`src/rtl/dmem_responder.sv`:
```
// Single-outstanding data-memory responder for a 16-bit CPU memory stage.
// Requests are sampled only at accept; the response appears LATENCY edges later and holds until taken.
module dmem_responder #(
  parameter int ADDR_W  = 8,
  parameter int DATA_W  = 16,
  parameter int DEPTH   = 256,
  parameter int LATENCY = 2
) (
  input  logic              clk,
  input  logic              rst,
  input  logic              req_valid,
  output logic              req_ready,
  input  logic              req_we,
  input  logic [ADDR_W-1:0] req_addr,
  input  logic [DATA_W-1:0] req_wdata,
  output logic              rsp_valid,
  input  logic              rsp_ready,
  output logic [DATA_W-1:0] rsp_rdata,
  output logic              rsp_err
);

  localparam int              IDX_W     = (DEPTH > 1) ? $clog2(DEPTH) : 1;
  localparam logic [ADDR_W:0] DEPTH_LIM = (ADDR_W + 1)'(DEPTH);
  localparam logic [3:0]      WAIT_LOAD = (LATENCY >= 2) ? 4'(LATENCY - 2) : 4'd0;

  typedef enum logic [1:0] {
    IDLE,
    WAIT,
    RESP
  } state_t;

  state_t            state;
  state_t            state_next;
  logic [3:0]        count;
  logic [3:0]        count_next;
  logic              accept;
  logic              in_range;
  logic [IDX_W-1:0]  mem_idx;
  logic [DATA_W-1:0] mem [DEPTH];
  logic [DATA_W-1:0] rd_data;
  logic              rdata_en;
  logic              err;

  assign req_ready = (state == IDLE);
  assign rsp_valid = (state == RESP);
  assign accept    = req_valid & req_ready;
  assign in_range  = ({1'b0, req_addr} < DEPTH_LIM);
  assign mem_idx   = req_addr[IDX_W-1:0];

  always_ff @(posedge clk or posedge rst) begin
    if (rst) begin
      state <= IDLE;
      count <= 4'd0;
    end else begin
      state <= state_next;
      count <= count_next;
    end
  end

  always_comb begin
    state_next = state;
    count_next = count;
    case (state)
      IDLE: begin
        if (accept) begin
          if (LATENCY == 1) begin
            state_next = RESP;
          end else begin
            state_next = WAIT;
            count_next = WAIT_LOAD;
          end
        end
      end
      WAIT: begin
        if (count == 4'd0) begin
          state_next = RESP;
        end else begin
          count_next = count - 4'd1;
        end
      end
      RESP: begin
        if (rsp_ready) begin
          state_next = IDLE;
        end
      end
      default: begin
        state_next = IDLE;
        count_next = 4'd0;
      end
    endcase
  end

  // Storage carries no reset so it maps onto block RAM and survives rst.
  always_ff @(posedge clk) begin
    if (accept && in_range) begin
      if (req_we) begin
        mem[mem_idx] <= req_wdata;
      end else begin
        rd_data <= mem[mem_idx];
      end
    end
  end

  // rdata_en masks the unreset RAM output register so stores, errors and reset read as zero.
  always_ff @(posedge clk or posedge rst) begin
    if (rst) begin
      rdata_en <= 1'b0;
      err      <= 1'b0;
    end else if (accept) begin
      rdata_en <= in_range & ~req_we;
      err      <= ~in_range;
    end else if ((state == RESP) && rsp_ready) begin
      rdata_en <= 1'b0;
      err      <= 1'b0;
    end
  end

  assign rsp_rdata = rdata_en ? rd_data : '0;
  assign rsp_err   = err;

endmodule

```
`config.mk`:
```
export PLATFORM = sky130hd
export DESIGN_NAME = dmem_responder
export DESIGN_NICKNAME = d
export VERILOG_FILES = /design/src/rtl/dmem_responder.sv
export SDC_FILE = /design/constraint.sdc
export NUM_CORES = 2
export LEC_CHECK = 0
export ABC_AREA = 0
export CELL_PAD_IN_SITES_DETAIL_PLACEMENT = 0
export CELL_PAD_IN_SITES_GLOBAL_PLACEMENT = 1
export CORE_MARGIN = 2
export CORE_UTILIZATION = 55
export CTS_CLUSTER_DIAMETER = 100
export DETAILED_ROUTE_END_ITERATION = 12
export HOLD_SLACK_MARGIN = 0.05
export PLACE_DENSITY_LB_ADDON = 0.08
export SYNTH_ARGS = -nofsm -noshare
export SYNTH_HDL_FRONTEND = slang
export SYNTH_SLANG_ARGS = --single-unit
```
`constraint.sdc`:
```
create_clock -name clk -period 3.5 [get_ports clk]
set_input_delay 0.525 -clock clk [delete_from_list [all_inputs] [get_ports clk]]
set_output_delay 0.525 -clock clk [all_outputs]
set_load 0.1 [all_outputs]
```
# After elaboration in Yosys (flattened, before gate mapping)
# Memory sizes are Yosys's and may differ from the RTL's. A register that Yosys moved wholly into a read port is not among the register bits.
# Cells that the tools add are included.
# Widths: inputs -> output; s select.
[word_totals]
reg_bits = 8
inputBits = 29
word_cells = 36
mem_bits_rw = 4096
mem_count = 1
out_inout_bits = 19
[op_classes]
bitwise_logic = 3
add_sub_neg = 1
n_eq_ne = 6
n_reduce_logical = 7
n_mux = 14
[memory_table]
columns = ["memory", "words", "word_bits", "read_ports", "rd_clocked_by_memory_dff", "wr", "line_no", "source"]
rows = [
  ["mem", 256, 16, 1, 1, 1, "39", "logic [DATA_W-1:0] mem [DEPTH];"],
]
[op_table]
columns = ["operator", "count"]
rows = [
  ["$mux 16", 1],
  ["$pmux 4 s3", 1],
  ["$mux 4", 2],
  ["$mux 1", 6],
  ["$mux 2", 3],
  ["$pmux 2 s3", 1],
  ["$reduce_and 3->1", 2],
  ["$logic_not 4->1", 1],
  ["$ne 2x1->1 const B", 2],
  ["$ne 2x2->1 const B", 2],
  ["$sub 4x1->4 const B", 1],
  ["$eq 2x1->1 const B", 1],
  ["$eq 2x2->1 const B", 1],
  ["$logic_not 2->1", 1],
  ["$not 1->1", 2],
  ["$reduce_and 2->1", 1],
  ["$reduce_bool 2->1", 1],
  ["$and 1x1->1", 1],
  ["$logic_and 1x1->1", 1],
]

# Depth between registers and ports, before layout
[logic_depth]
depth_word = 4
depth_mapped = 9
ltp_nobuf = 6

# Least setup slack after synthesis
# No wires, ideal clock.
[synth_timing]
path_kind = "input to register"
start = "in req_addr[0]"
end = "mem mem[114][0], enable pin"
setup_time_ns = 0.388
cell_stages = 8
path_slack_ns = 0.369
t_arrival_ns = 2.742
n_path_buf = 5
required_ns = 3.112
cell_sequence = "buf_6 buf_6 buf_6 buf_6 nor4b_1 nand2_1 clkbuf_1 nor2_1"
[synth_rtl]
columns = ["item", "line_no", "source"]
rows = [
  ["from (decl)", "14", "input logic [ADDR_W-1:0] req_addr,"],
  ["to (decl)", "39", ""],
]
# Straight into the memory's write port.

==> Implementation_results.wiki <==
{| class="wikitable"
! Metric !! Value
|-
| Run status || finished, final reports clean
|-
| Layout cells sized above 1 || 0.3299
|-
| Final Hold Viols || 0
|-
| Series of cell instances along the critical path || buf_16 > buf_12 > buf_12 > buf_4 > mux4_2 > a22oi_1 > a21oi_1 > o41ai_2 > nand4_1
|-
| CTS tree || yes
|-
| MaxCap Viol Count || 0
|-
| Setup TNS || 0 ns
|-
| Worst setup EP type || register
|-
| Per-cell routed wire length || around 35 um
|-
| Number of routed nets with antenna violations || 0
|-
| Peak supply drop || 692.2 uV
|-
| Multi-input combinational cell area || 0.03076 sq mm
|-
| Combinational share of power || 0.059
|-
| Part of the total power dissipated in sequential elements || 0.523
|-
| Sequential-to-total area share from yosys stat || 0.7935
|-
| Synth warn || 0
|-
| Global route total overflow || 0
|-
| Period utilisation layout || 0.9815
|-
| Leakage power figure || 57.97 nW
|-
| Cell type of the slowest stage on the worst timing path || o41ai_2
|-
| Via count of the first global-routing pass || 77.58k
|-
| Simple-gate share of the synthesized area || 0.009546
|-
| Logic depth of the worst register-to-register path || 8
|-
| Portion of netlist area occupied by mux cells || 0.1481
|-
| Number of detailed-route iterations in the first pass || 6
|-
| Number of buffers inserted during clock tree synthesis || 409
|-
| Final setup violation count || 0
|-
| Levels on crit path || 9
|-
| Highest clock frequency the design can meet || 0.2911 GHz
|-
| Die Footprint || 0.2876 sq mm
|-
| Xor and xnor fraction of the mapped netlist area || 0.00005620
|-
| Most frequent standard cell in the layout excluding fill and tap cells || edfxtp_1
|-
| Worst Path Arrival || slightly above 4 ns
|-
| Final cell area excluding filler cells || 0.1837 sq mm
|-
| Reg2Reg Capture Point || rd_data[13]$_DFFE_PP_
|-
| Buffer depth of the longest clock path || 4
|-
| Commonest non-fill, non-tap cells in the layout || edfxtp_1, mux4_2, buf_4
|-
| Sw Pwr || 22.53 mW
|-
| Synthesized instance count || roughly 6.8k
|-
| RSZ-0062 raised after global routing || false
|-
| Dominant combinational cell family by area after synthesis || multiplexers
|-
| Slew margin rel. || 0.1056
|-
| Required time at the endpoint of the critical path || 4.12 ns
|-
| Pin count of the biggest net entering global routing || 112
|-
| Global-route usage over all layers || 0.2942
|-
| Worst hold margin || 0.1039 ns
|-
| Detailed-route DRC error count || 0
|-
| Area Growth Syn to Fin || 17.87%
|-
| Final WL || 419400 um
|-
| Adder and majority gate portion of the synthesized area || 0.00008029
|-
| Buffers & Inverters on Critical Path || 4
|-
| Power per standard cell area || 567.1 mW/mm^2
|-
| CP Launch Type || input port
|-
| Post-Synthesis Net Count || 6798
|-
| Clock latency at the later pin of the worst-skew pair || ~0.94 ns
|-
| Start point of the critical path || req_addr[0]
|-
| Global-route wire length before repair || 592400 um
|-
| Total via count after detailed routing || approximately 78k
|-
| Critical Path Fanout Max || 23
|-
| Final HPWL from detailed placement || 260500 um
|-
| Clock transition time at the flip-flop clock pins of the worst setup and hold paths || about 0.06 ns
|-
| Die X-Extent || roughly 540 um
|-
| I/O Buffers || 46
|-
| Measured slew at the worst slew-check pin || 1.327 ns
|-
| Number of antenna violations at the first check in global routing || 17
|-
| CORE AREA || 0.2820 sq mm
|-
| Starting density of the core || 0.5525
|-
| Routability congestion estimate from global placement || 0.8570
|-
| Count of fill cells added during filler insertion || ~19k
|-
| Rows || 195
|-
| Total internal power || about 82 mW
|-
| CP delay by family, top || compound AO/OA/AOI/OAI gates
|-
| Post-detailed-route via-to-cell ratio || 6.563
|-
| Final #Nets || about 8k
|-
| Shortest period the worst path allows || ~3.4 ns
|-
| Post-synthesis register bit count || 4119
|-
| R2r setup slk || 0.40 ns
|-
| Relative contribution of the clock network to total power || 0.418
|-
| Chip height || 536.3 um
|-
| Capturing instance or port of the critical path || rd_data[5]$_DFFE_PP_
|-
| Avg Synthesized Cell Area || 23.03 sq um
|-
| Cell mode on critical path || buf_12
|-
| Hold WC Path Type || in -> reg
|-
| Launch point of the worst reg-to-reg path || mem[10][13]$_DFFE_PP_
|-
| H-tree depth reported by CTS || 5
|-
| Number of violations reported at the end of detailed-routing iteration 0 || 10.79k
|-
| Type of the worst setup path || in -> reg
|-
| Compound-cell area share of the yosys netlist || 0.03691
|-
| Delay contributed by the slowest stage of the critical path || 1.07 ns
|-
| Final max-slew violation count || 0
|-
| Root buffer cell || clkbuf_16
|-
| Library cells used by synthesis || 35
|-
| Synthesized area || 0.1558 sq mm
|-
| Clock Skews || 0.02966 ns
|-
| Boundary pin count || 48
|-
| Cell Area, Placed || 0.1703 sq mm
|-
| FF/Latch Area || ~0.12 sq mm
|-
| CTS Sinks || 4119
|-
| Switching fraction of total power || 0.2163
|}
-- repair_timing --
| action | CTS | global route |
|---|---|---|
| resized for setup | 1 | 0 |
| setup buffers | 0 | 0 |
| hold buffers | 10 | 0 |
| endpoints found under the setup margin | 9 | 0 |
| endpoints found under the hold margin | 149 | 0 |
-- area by class of cell --
type | instances | area share
multi-input cells | 2228 | 0.1675
diodes | 8 | 0.0001090
repair buffers | 1002 | 0.06165
clock inverters | 255 | 0.01356
clock buffers | 490 | 0.05842
inverters | 5 | 0.0001022
well taps | 3743 | 0.02550
flip-flops and latches | 4119 | 0.6732
-- per-stage QoR --
stage / instances / setup slack [ns] / total power [mW] / utilization
floorplan: 6768 / 0.3693 / 58.43 / -
global placement: 11090 / -1.028 / 61.64 / 0.6039
detailed placement: 11090 / -0.8316 / 61.74 / 0.6039
CTS: 11840 / 0.1731 / 104.8 / 0.6512
global route: 11840 / 0.01948 / 106.9 / 0.6512
finish: 11850 / 0.06485 / 104.2 / 0.6513
-- registers in the layout (all words and copies together) (netlist names) --
signal    count
count         4
state         2
mem        4096
rdata_en      1
rd_data      16
-- synthesized netlist by cell type --
cell type / instances / area share
a211oi_1: 1 / 0.000048
a21oi_1: 258 / 0.0083
a22oi_1: 512 / 0.025
and2_1: 18 / 0.00072
buf_1: 48 / 0.0012
buf_2: 94 / 0.0030
buf_4: 24 / 0.0012
buf_6: 7 / 0.00051
clkbuf_1: 243 / 0.0059
conb_1: 1 / 0.000024
dfrtp_1: 7 / 0.0011
edfxtp_1: 4112 / 0.79
ha_1: 1 / 0.000080
inv_1: 5 / 0.00012
mux2_2: 1 / 0.000072
mux2i_1: 1 / 0.000064
mux4_2: 1024 / 0.15
nand2_1: 33 / 0.00079
nand2b_1: 4 / 0.00016
nand3_1: 5 / 0.00016
nand4_1: 16 / 0.00064
nor2_1: 263 / 0.0063
nor2b_1: 9 / 0.00036
nor3_1: 3 / 0.000096
nor3b_1: 2 / 0.000096
nor4_1: 1 / 0.000040
nor4b_1: 1 / 0.000056
o21ai_0: 2 / 0.000064
o22ai_1: 2 / 0.000080
o2bb2ai_1: 1 / 0.000056
o32ai_1: 2 / 0.00011
o41ai_1: 64 / 0.0036
or2_2: 1 / 0.000040
or3_1: 1 / 0.000040
xnor2_1: 1 / 0.000056
-- logic make-up (layout without fill, tap and decap cells) --
logic type | after synthesis | in the layout
buffers and inverters | 421 | 1752
other | 1 | 9
XOR/XNOR | 1 | 1
adder cells (fa/ha/maj) | 1 | 1
flip-flops | 4119 | 4119
AND/OR/NAND/NOR | 357 | 357
AO/OA/AOI/OAI | 842 | 842
multiplexers | 1026 | 1026
-- power groups by stage --
| stage | Clock [mW] | Combinational (mW) | Sequential [mW] |
|---|---|---|---|
| 4_1_cts | 44.1 | 6.22 | 54.5 |
| 3_3_place_gp | 0 | 6.12 | 55.5 |
| 5_1_grt | 46.0 | 6.42 | 54.5 |
| 6_report | 43.5 | 6.17 | 54.5 |
| 2_1_floorplan | 0 | 2.99 | 55.4 |
| 3_5_place_dp | 0 | 6.21 | 55.5 |
-- worst min-delay path by stage --
stage	depth (start not counted)	endpoint	start	slack [ns]
finish	1	mem[74][2]$_DFFE_PP_	req_wdata[2]	0.10
global route	1	mem[64][1]$_DFFE_PP_	req_wdata[1]	0.12
CTS	1	mem[64][1]$_DFFE_PP_	req_wdata[1]	0.07
detailed placement	1	state[0]$_DFFE_PP0P_	state[1]$_DFFE_PP0P_	0.55
global placement	1	state[0]$_DFFE_PP0P_	state[1]$_DFFE_PP0P_	0.53
floorplan	1	count[0]$_DFFE_PP0P_	rst	0.33
-- routing by layer --
layer,share of wire,vias to the layer above,track usage
li1,-,31220,-
met1,0.40,42170,0.4391
met2,0.48,3879,0.4606
met3,0.088,504,0.04625
met4,0.028,6,0.07913
met5,0.000098,-,0
(Power assumes the default switching activity.)
